$ cat src/rtl/ma_wb_pkg.sv
// Shared types and constants for the MA->WB pipeline stage.
package ma_wb_pkg;

    typedef struct packed {
        logic is_ld;
        logic is_call;
        logic is_wb;
        logic is_st;
        logic is_beq;
        logic is_bgt;
        logic is_ret;
        logic is_imm;
        logic is_ubranch;
    } ctrl_t;

    localparam int DEF_RA_IDX = 15;
    localparam int PC_STEP    = 4;
    localparam int INSTR_W    = 32;

endpackage

$ cat src/rtl/ma_wb_entry.sv
// One payload slot of the MA->WB stage: a valid bit plus a flat payload vector.
// Clear drops the valid bit only; the payload keeps its last loaded value.
module ma_wb_entry #(
    parameter int W = 8
) (
    input  logic         Clk,
    input  logic         Reset_n,
    input  logic         load,
    input  logic         clear,
    input  logic         d_valid,
    input  logic [W-1:0] d,
    output logic         q_valid,
    output logic [W-1:0] q
);

    always_ff @(posedge Clk or negedge Reset_n) begin
        if (!Reset_n) begin
            q_valid <= 1'b0;
            q       <= '0;
        end else begin
            if (clear) begin
                q_valid <= 1'b0;
            end else if (load) begin
                q_valid <= d_valid;
            end
            if (load) begin
                q <= d;
            end
        end
    end

endmodule

$ cat src/rtl/ma_wb_pipe.sv
// Handshaked MA->WB pipeline register with flush, write-back mux and bubble counter.
// Define MA_WB_SKID_EN to add a skid entry and register in_ready.
module ma_wb_pipe
    import ma_wb_pkg::*;
#(
    parameter int DATA_W = 32,
    parameter int RD_W   = 4,
    parameter int RA_IDX = DEF_RA_IDX,
    parameter int CNT_W  = 16
) (
    input  logic               Clk,
    input  logic               Reset_n,
    input  logic               in_valid,
    output logic               in_ready,
    input  logic [INSTR_W-1:0] in_instr,
    input  logic [DATA_W-1:0]  in_pc,
    input  logic [DATA_W-1:0]  in_alu_result,
    input  logic [DATA_W-1:0]  in_ld_result,
    input  ctrl_t              in_ctrl,
    input  logic [RD_W-1:0]    in_rd,
    input  logic               flush,
    output logic               out_valid,
    input  logic               out_ready,
    output logic [INSTR_W-1:0] out_instr,
    output logic [DATA_W-1:0]  out_pc,
    output ctrl_t              out_ctrl,
    output logic               out_wb_en,
    output logic [RD_W-1:0]    out_wb_rd,
    output logic [DATA_W-1:0]  out_wb_data,
    output logic [CNT_W-1:0]   bubble_count
);

    localparam int PAY_W = INSTR_W + 3 * DATA_W + $bits(ctrl_t) + RD_W;

    logic [PAY_W-1:0]  in_pay;
    logic [PAY_W-1:0]  main_pay;
    logic [PAY_W-1:0]  main_d;
    logic              main_valid;
    logic              main_free;
    logic              main_d_valid;
    logic [DATA_W-1:0] out_alu;
    logic [DATA_W-1:0] out_ld;
    logic [RD_W-1:0]   out_rd;

    assign in_pay = {in_instr, in_pc, in_alu_result, in_ld_result, in_ctrl, in_rd};
    assign {out_instr, out_pc, out_alu, out_ld, out_ctrl, out_rd} = main_pay;

    // Main slot can take a new beat when empty or when its beat leaves this cycle.
    assign main_free = ~main_valid | out_ready;

`ifdef MA_WB_SKID_EN
    logic             skid_valid;
    logic [PAY_W-1:0] skid_pay;

    // Skid captures only while main is stuck; it always drains ahead of new input.
    ma_wb_entry #(.W(PAY_W)) u_skid (
        .Clk     (Clk),
        .Reset_n (Reset_n),
        .load    (main_free | ~skid_valid),
        .clear   (flush),
        .d_valid (~main_free & in_valid),
        .d       (in_pay),
        .q_valid (skid_valid),
        .q       (skid_pay)
    );

    assign in_ready     = ~skid_valid;
    assign main_d_valid = skid_valid | in_valid;
    assign main_d       = skid_valid ? skid_pay : in_pay;
`else
    assign in_ready     = main_free;
    assign main_d_valid = in_valid;
    assign main_d       = in_pay;
`endif

    ma_wb_entry #(.W(PAY_W)) u_main (
        .Clk     (Clk),
        .Reset_n (Reset_n),
        .load    (main_free),
        .clear   (flush),
        .d_valid (main_d_valid),
        .d       (main_d),
        .q_valid (main_valid),
        .q       (main_pay)
    );

    assign out_valid = main_valid;
    assign out_wb_en = main_valid & out_ctrl.is_wb;
    assign out_wb_rd = out_ctrl.is_call ? RD_W'(RA_IDX) : out_rd;

    always_comb begin
        out_wb_data = out_alu;
        if (out_ctrl.is_call) begin
            out_wb_data = out_pc + DATA_W'(PC_STEP);
        end else if (out_ctrl.is_ld) begin
            out_wb_data = out_ld;
        end
    end

    always_ff @(posedge Clk or negedge Reset_n) begin
        if (!Reset_n) begin
            bubble_count <= '0;
        end else if (!main_valid && (bubble_count != {CNT_W{1'b1}})) begin
            bubble_count <= bubble_count + CNT_W'(1);
        end
    end

endmodule

$ cat config.mk
export PLATFORM = sky130hd
export DESIGN_NAME = ma_wb_pipe
export DESIGN_NICKNAME = d
export VERILOG_FILES = /design/src/rtl/ma_wb_pkg.sv /design/src/rtl/ma_wb_entry.sv /design/src/rtl/ma_wb_pipe.sv
export SDC_FILE = /design/constraint.sdc
export NUM_CORES = 1
export LEC_CHECK = 0
export ABC_AREA = 1
export BUFFER_PORTS_ARGS = -buffer_cell sky130_fd_sc_hd__buf_4
export CORE_MARGIN = 2
export CORE_UTILIZATION = 55
export DETAILED_ROUTE_END_ITERATION = 16
export GPL_TIMING_DRIVEN = 0
export PLACE_DENSITY = 0.93
export SLEW_MARGIN = 10
export SYNTH_ARGS = -nofsm -noshare
export SYNTH_HDL_FRONTEND = slang
export SYNTH_SLANG_ARGS = --single-unit
$ cat constraint.sdc
create_clock -name Clk -period 4.7 [get_ports Clk]
set_input_delay 0.94 -clock Clk [delete_from_list [all_inputs] [get_ports Clk]]
set_output_delay 0.94 -clock Clk [all_outputs]
set_load 0.03 [all_outputs]
* After elaboration in Yosys (flattened, before gate mapping)
Cells that the tools add are included.
Widths: inputs -> output; s select.
** Storage, ports and cells
- Logic and storage cells :: 17
- Output and inout bits :: 128
- Bits of input ports :: 146
- Register bits after elaboration :: 158
** Operators by class
- Reduce and logical (&&, ||, !) cells :: 3
- Bitwise operators :: 3
- Equal/unequal tests :: 1
- Add/subtract/negate cells :: 2
- Muxes and demuxes :: 5
** Operator list (number)
- $mux 32 :: 2
- $add 32x3->32 const B :: 1
- $add 16x1->16 const B :: 1
- $ne 16x16->1 const B :: 1
- $mux 4 :: 1
- $mux 1 :: 2
- $reduce_bool 2->1 :: 1
- $and 1x1->1 :: 1
- $logic_and 1x1->1 :: 1
- $logic_not 1->1 :: 1
- $not 1->1 :: 1
- $or 1x1->1 :: 1

* Logic depth before layout (Yosys ltp)
Gate-level depths: netlist (run 1).
- Word-level depth :: 4
- Gate-level depth with buffers :: 9
- Mapped depth without buffers :: 9

* Hierarchy
A second synthesis (run 1) with hierarchy kept.
** Unflattened totals
- Cell total of the unflattened synthesis :: 1069
- Area, all modules :: 7887.6 um^2
** Modules (own cells, without submodules)
- ma_wb_entry :: sequential area each 3553.4 um^2, instances 1, cells an instance 601, area an instance 5490.3 um^2
- ma_wb_pipe :: sequential area each 400.4 um^2, instances 1, cells an instance 468, area an instance 2397.3 um^2

* Worst setup path after synthesis (run 1)
Ideal clock, no wire load.
- Path kind :: register -> output
- From :: register u_main.q[79]
- To :: output out_wb_data[10]
- Slack :: 2055 ps
- Required time :: 3760 ps
- Arrival :: 1705 ps
- Buffers on the path :: 0
- Stages on the path, launching flop included :: 7
- Path through :: dfrtp_1 -> ha_1 -> nand2_1 -> nor2_1 -> nand2_1 -> xor2_1 -> o21ai_0
** Between the ends
- Cells in the longest elaborated chain, start to end :: 2
** Ends and longest elaborated chain
- from (decl) :: RTL line ma_wb_entry.sv:13 : output logic [W-1:0] q
- from (signal assigned) :: RTL line ma_wb_entry.sv:19 : q <= '0;
- from (signal assigned) :: RTL line ma_wb_entry.sv:27 : q <= d;
- $add 32x3->32 :: RTL line ma_wb_pipe.sv:94 : out_wb_data = out_pc + DATA_W'(PC_STEP);
- $mux 32 :: RTL line ma_wb_pipe.sv:93 : if (out_ctrl.is_call) begin
- to (decl) :: RTL line ma_wb_pipe.sv:29 : output logic [DATA_W-1:0] out_wb_data,
No other way between the ends.

* Worst setup path after layout (run 1)
- From :: register u_main.q[80]
- To :: output out_wb_data[28]
Same word-level chain as after synthesis.

==> metrics.txt, run 1 <==
I/O pin cnt=274; total gr overflow=0; syn avg cell area=8.70 sq um; fin crit period=3330 ps; Power, Total=0.00396 W; DIE WIDTH=126 um; Synth warnings=0; Avg WL per Cell=17.0 um; buffers added on ports=273; cell area after synthesis=8230 sq um; Antenna Nets Post-Route=0; CORE AREA=14600 sq um; dominant cells by area after synthesis=dfrtp_1 (48%), nand2_1 (11%), mux2_2 (11%), buf_4 (6.7%), o21ai_0 (6.3%); Sequential cell area=3950 sq um; initial antenna violation count=0; CTS tree=built; Hold WS=483 ps; drt first pass iters=5; f_max=300 MHz; vias in the first global route=7709; Min-Delay Path Class=input port to asynchronous set/reset pin; vias=7723; detailed placement HPWL=18300 um; share of cells above drive strength 1=0.382; wire length of the first global-routing pass=38500 um; Netlist cell types=25; DIE AREA=16000 sq um; worst slew pin tran=655 ps; crit path kind=register to output pin; worst vdd ir=0.322 mV; Die Y=126 um; outcome=finished, final reports clean; register area share after synthesis=0.480; GP Congestion=0.925; Setup WS pre-CTS=1720 ps; Core Rows=44; # fillers=1064; Initial Util=0.564; via density per instance=5.39; Post-Syn Nets=1094; critical path startpoint category=register; Synth Instances=946; H-tree depth=4; Setup Fix Bufs, Post-CTS=0; hold buffer count at CTS=0; crit path from=u_main.q[80]; Required @ worst endpoint=3760 ps; met3 WL=2370 um; Non-Filler Instances=1434; Worst Path Max Fanout=7; Setup violations, final=0; PwrDens=356 nW/um^2; # clock sinks=158; most used cell, CP=nand2_1; area grow syn2layout=35.2%; GRT Util Overall=0.310; slowest cell on the critical path=dfrtp_1; DRT met1 WL=9080 um; met2 WL=11600 um; crit-path cells=ha_1, nand2_1, nor2_1, nand2_1, nor2_1, nand3_1, nand3_1, nand2_1, buf_4; fin crit share=0.709; drt drc=0; Synth Register Bits=158; # diodes=0; area occupied by multi-input gates=3160 sq um; total CTS buffers=17; Fin. Hold Viols=0; Clock Latency Late Sink=420 ps; Clock Path Buffers=2; Leak Pwr=5.71 nW; reg2reg start=bubble_count[0]; Root Driver=clkbuf_16; CP peak stage delay=430 ps; Clock Skew=5.42 ps; post-cts repair resize count=0; # Max-Cap Violations=0; Max Used Layer=met4; largest net degree at the start of global routing=84; RSZ-0062 raised after global routing=false; placed insts=1404; final slew viol count=0; CP arrival=2390 ps; Final Net Count=1387; CTS clk-pin slew, worst paths=60 ps; setup slack after layout=1370 ps; WL final=24400 um; Critical Path End Type=output pin; share of the synthesized area in the top cell type=0.480; 1st-iter DRT viols=726; cell taking the most area after synthesis=dfrtp_1; relative slew slack=0.563; r2r setup slk=2880 ps; setup TNS=0 ps
[worst paths after layout]
kind                                   endpoint  depth (start not counted)
worst max register to register  bubble_count[7]                          9
max in group asynchronous          u_main.q[68]                          2
worst min-delay path                u_main.q[6]                          1
worst max-delay path            out_wb_data[28]                          9
min in group Clk                   u_main.q[54]                          1
worst min register to register     u_main.q[54]                          1
[cell usage after synthesis]
cell / n
nand2_1: 235
dfrtp_1: 158
o21ai_0: 104
inv_1: 82
mux2_2: 77
buf_4: 73
nor2_1: 56
nand3_1: 44
a21oi_1: 42
clkbuf_1: 15
buf_6: 12
buf_2: 11
o21ai_1: 9
xnor2_1: 6
xor2_1: 5
and2_1: 3
nand4_1: 3
ha_1: 2
inv_2: 2
nor3_1: 2
buf_1: 1
nand3b_1: 1
nor3_2: 1
o21ai_4: 1
or2_1: 1
[kinds of logic (layout without fill, tap and decap cells)]
| kind of cell | after synthesis | in the layout | synth area share |
|---|---|---|---|
| and+or+nand+nor | 346 | 346 | 0.168 |
| buffers and inverters | 196 | 500 | 0.135 |
| DFF | 158 | 158 | 0.480 |
| AOI/OAI and AO/OA | 156 | 156 | 0.0962 |
| muxes | 77 | 77 | 0.105 |
| xor gates and xnor gates | 11 | 11 | 0.0117 |
| adders and majority gates | 2 | 2 | 0.00304 |
[state kept, by name, summed over array words and instances, names as in the netlist]
name and flops:
bubble_count 16, u_main.q 141, u_main.q_valid 1
[area by class of cell]
cell class                      instances  share of cell area
Buffer                                112              0.0717
Multi-Input combinational cell        592               0.284
Timing Repair Buffer                  274               0.187
Sequential cell                       158               0.355
Tap cell                              184              0.0207
Inverter                               84              0.0283
Clock inverter                          5             0.00719
Clock buffer                           25              0.0454
[cells in the final DEF, fill, tap and decap left out, types with 2 or more instances in the layout]
cell | netlist | layout
buf_4 | 73 | 345
nand2_1 | 235 | 235
dfrtp_1 | 158 | 158
o21ai_0 | 104 | 104
inv_1 | 82 | 82
mux2_2 | 77 | 77
nor2_1 | 56 | 56
nand3_1 | 44 | 44
a21oi_1 | 42 | 42
clkbuf_1 | 15 | 18
clkbuf_16 | 0 | 17
buf_6 | 12 | 12
buf_2 | 11 | 11
o21ai_1 | 9 | 9
xnor2_1 | 6 | 6
xor2_1 | 5 | 5
clkbuf_8 | 0 | 5
and2_1 | 3 | 3
nand4_1 | 3 | 3
nor3_1 | 2 | 2
inv_2 | 2 | 2
ha_1 | 2 | 2
clkinvlp_4 | 0 | 2
bufinv_16 | 0 | 2
[routing by layer]
layer / track usage / vias up
met3: 0.0919 / 93
li1: - / 3560
met1: 0.374 / 3642
met4: 0.162 / 0
met2: 0.503 / 428
met5: 0 / -
[through the flow]
step / utilization / area [sq um]
after global placement: 0.720 / 10500
after floorplan: - / 8230
final: 0.763 / 11100
after detailed placement: 0.723 / 10500
after global routing: 0.763 / 11100
after CTS: 0.763 / 11100
[worst max-delay path: cells and delay by family, from the launching register on]
| kind | cells | cell delay (ps) |
|---|---|---|
| DFF | 1 | 430 |
| buffers and inverters | 1 | 170 |
| and+or+nand+nor | 7 | 1170 |
| adders and majority gates | 1 | 190 |
[power breakdown]
part | leakage (nW) | switching (W) | internal [W]
Clock | 0.281 | 0.000533 | 0.000846
Sequential | 1.88 | 0.000106 | 0.00148
Combinational | 3.54 | 0.000572 | 0.000428
Total | 5.71 | 0.00121 | 0.00275
Note: power is estimated with default switching activity, not from simulation.
==> inputs of run 2 (changes only) <==
- CORE_UTILIZATION: 55 -> 51
- PLACE_DENSITY: 0.93 -> 0.88
- clock period: 4.7 -> 3.21 ns (I/O delays scaled with it)
==> metrics.txt, run 2 (synthesis gave the netlist of run 1 again) <==
Setup WS pre-CTS=713 ps; # Max-Cap Violations=0; # clock sinks=158; WL final=24500 um; Avg WL per Cell=16.7 um; Leak Pwr=5.75 nW; drt drc=0; GP Congestion=0.932; CORE AREA=15800 sq um; 1st-iter DRT viols=727; # fillers=1205; Antenna Nets Post-Route=0; final slew viol count=0; total CTS buffers=17; Critical Path End Type=output pin; worst vdd ir=0.373 mV; Initial Util=0.520; area grow syn2layout=36.9%; CTS clk-pin slew, worst paths=60 ps; via density per instance=5.20; Clock Path Buffers=2; Post-DP Area=10600 sq um; placed insts=1436; Non-Filler Instances=1469; Largest regs=u_main.q: 141 flops, bubble_count: 16 flops, u_main.q_valid: 1 flops; Clock Skew=6.53 ps; I/O pin cnt=274; RSZ-0062 raised after global routing=false; commonest non-fill, non-tap cell in the layout=buf_4; fin crit share=0.970; setup slack after layout=94.9 ps; Root Driver=clkbuf_16; most frequent cells in the layout=buf_4 (345), nand2_1 (235), dfrtp_1 (158); hold buffer count at CTS=0; CTS tree=built; Worst Path Max Fanout=6; critical path startpoint category=register; detailed placement HPWL=18200 um; crit path kind=register to output pin; Clock Latency Late Sink=430 ps; Min-Delay Path Class=input port to asynchronous set/reset pin; worst slew pin tran=641 ps; DIE WIDTH=131 um; largest net degree at the start of global routing=112; DIE AREA=17200 sq um; max reg flops=141; vias=7641; post-route cell area=11300 sq um; initial antenna violation count=0; CP arrival=2470 ps; GRT Util Overall=0.285; drt first pass iters=5; setup TNS=0 ps; Required @ worst endpoint=2570 ps; fin crit period=3120 ps; buffers added on ports=273; Setup violations, final=0; relative slew slack=0.573; PwrDens=542 nW/um^2; total gr overflow=0; Die Y=131 um; f_max=321 MHz; register name with the most flops=u_main.q; Core Rows=46; share of cells above drive strength 1=0.386; Final Net Count=1387; wire length of the first global-routing pass=37000 um; area occupied by multi-input gates=3170 sq um; H-tree depth=4; Sequential cell area=3950 sq um; Fin. Hold Viols=0; outcome=finished, final reports clean; vias in the first global route=7475
-- run 2: cell types whose count changed in the layout (fill, tap and decap cells not counted), sizes merged --
cell | previous run | this run
clkbuf | 40 | 34
bufinv | 2 | 6
clkinvlp | 2 | 3
diode | 0 | 1
inv | 84 | 87
-- run 2: final timing paths --
check | start | end | slack (ps) | depth (start not counted)
max in group asynchronous | Reset_n | u_main.q[21] | 2210 | 2
worst max register to register | bubble_count[0] | bubble_count[3] | 1400 | 9
worst min-delay path | Reset_n | u_main.q[111] | 110 | 1
worst min register to register | u_main.q[61] | u_main.q[61] | 500 | 1
min in group Clk | flush | u_main.q_valid | 350 | 2
worst max-delay path | u_main.q[79] | out_wb_data[31] | 90 | 9
-- run 2: what timing repair did --
item                       CTS  global route
buffers inserted             0             0
setup endpoints to repair    0             3
resized for setup            0             1
-- run 2: power by group --
part	internal (W)	leakage (nW)	switching, W	total (W)
Sequential	0.00216	1.88	0.000156	0.00232
Combinational	0.000627	3.54	0.000834	0.00146
Clock	0.00149	0.321	0.000840	0.00233
Total	0.00428	5.75	0.00183	0.00610
-- run 2: area by class of cell --
class / count / area share
Sequential cell: 158 / 0.351
Multi-Input combinational cell: 592 / 0.281
Timing Repair Buffer: 274 / 0.185
Buffer: 112 / 0.0708
Clock buffer: 19 / 0.0393
Inverter: 84 / 0.0280
Tap cell: 216 / 0.0240
Clock inverter: 13 / 0.0208
Antenna cell: 1 / 0.000222
-- run 2: per-stage QoR --
step / hold slack, ps / power [W] / utilization
floorplan: 346 / 0.00318 / -
global placement: 485 / 0.00376 / 0.667
detailed placement: 490 / 0.00380 / 0.669
CTS: 119 / 0.00613 / 0.712
global route: 133 / 0.00633 / 0.712
finish: 108 / 0.00610 / 0.712
-- run 2: critical path, stage by stage (launching register included) --
cell	delay (ps)
dfrtp_1	430
inv_1	80
nor2_1	360
nand2_1	200
nor2_1	410
nand2_1	110
nand2_1	70
nand3_1	80
nand2_1	130
buf_4	170
-- run 2: routing by layer --
layer	track usage	part of all wire	up-vias
met5	0	0	-
met4	0.143	0.039	0
met3	0.0700	0.091	68
met2	0.484	0.50	390
met1	0.337	0.37	3615
li1	-	-	3568
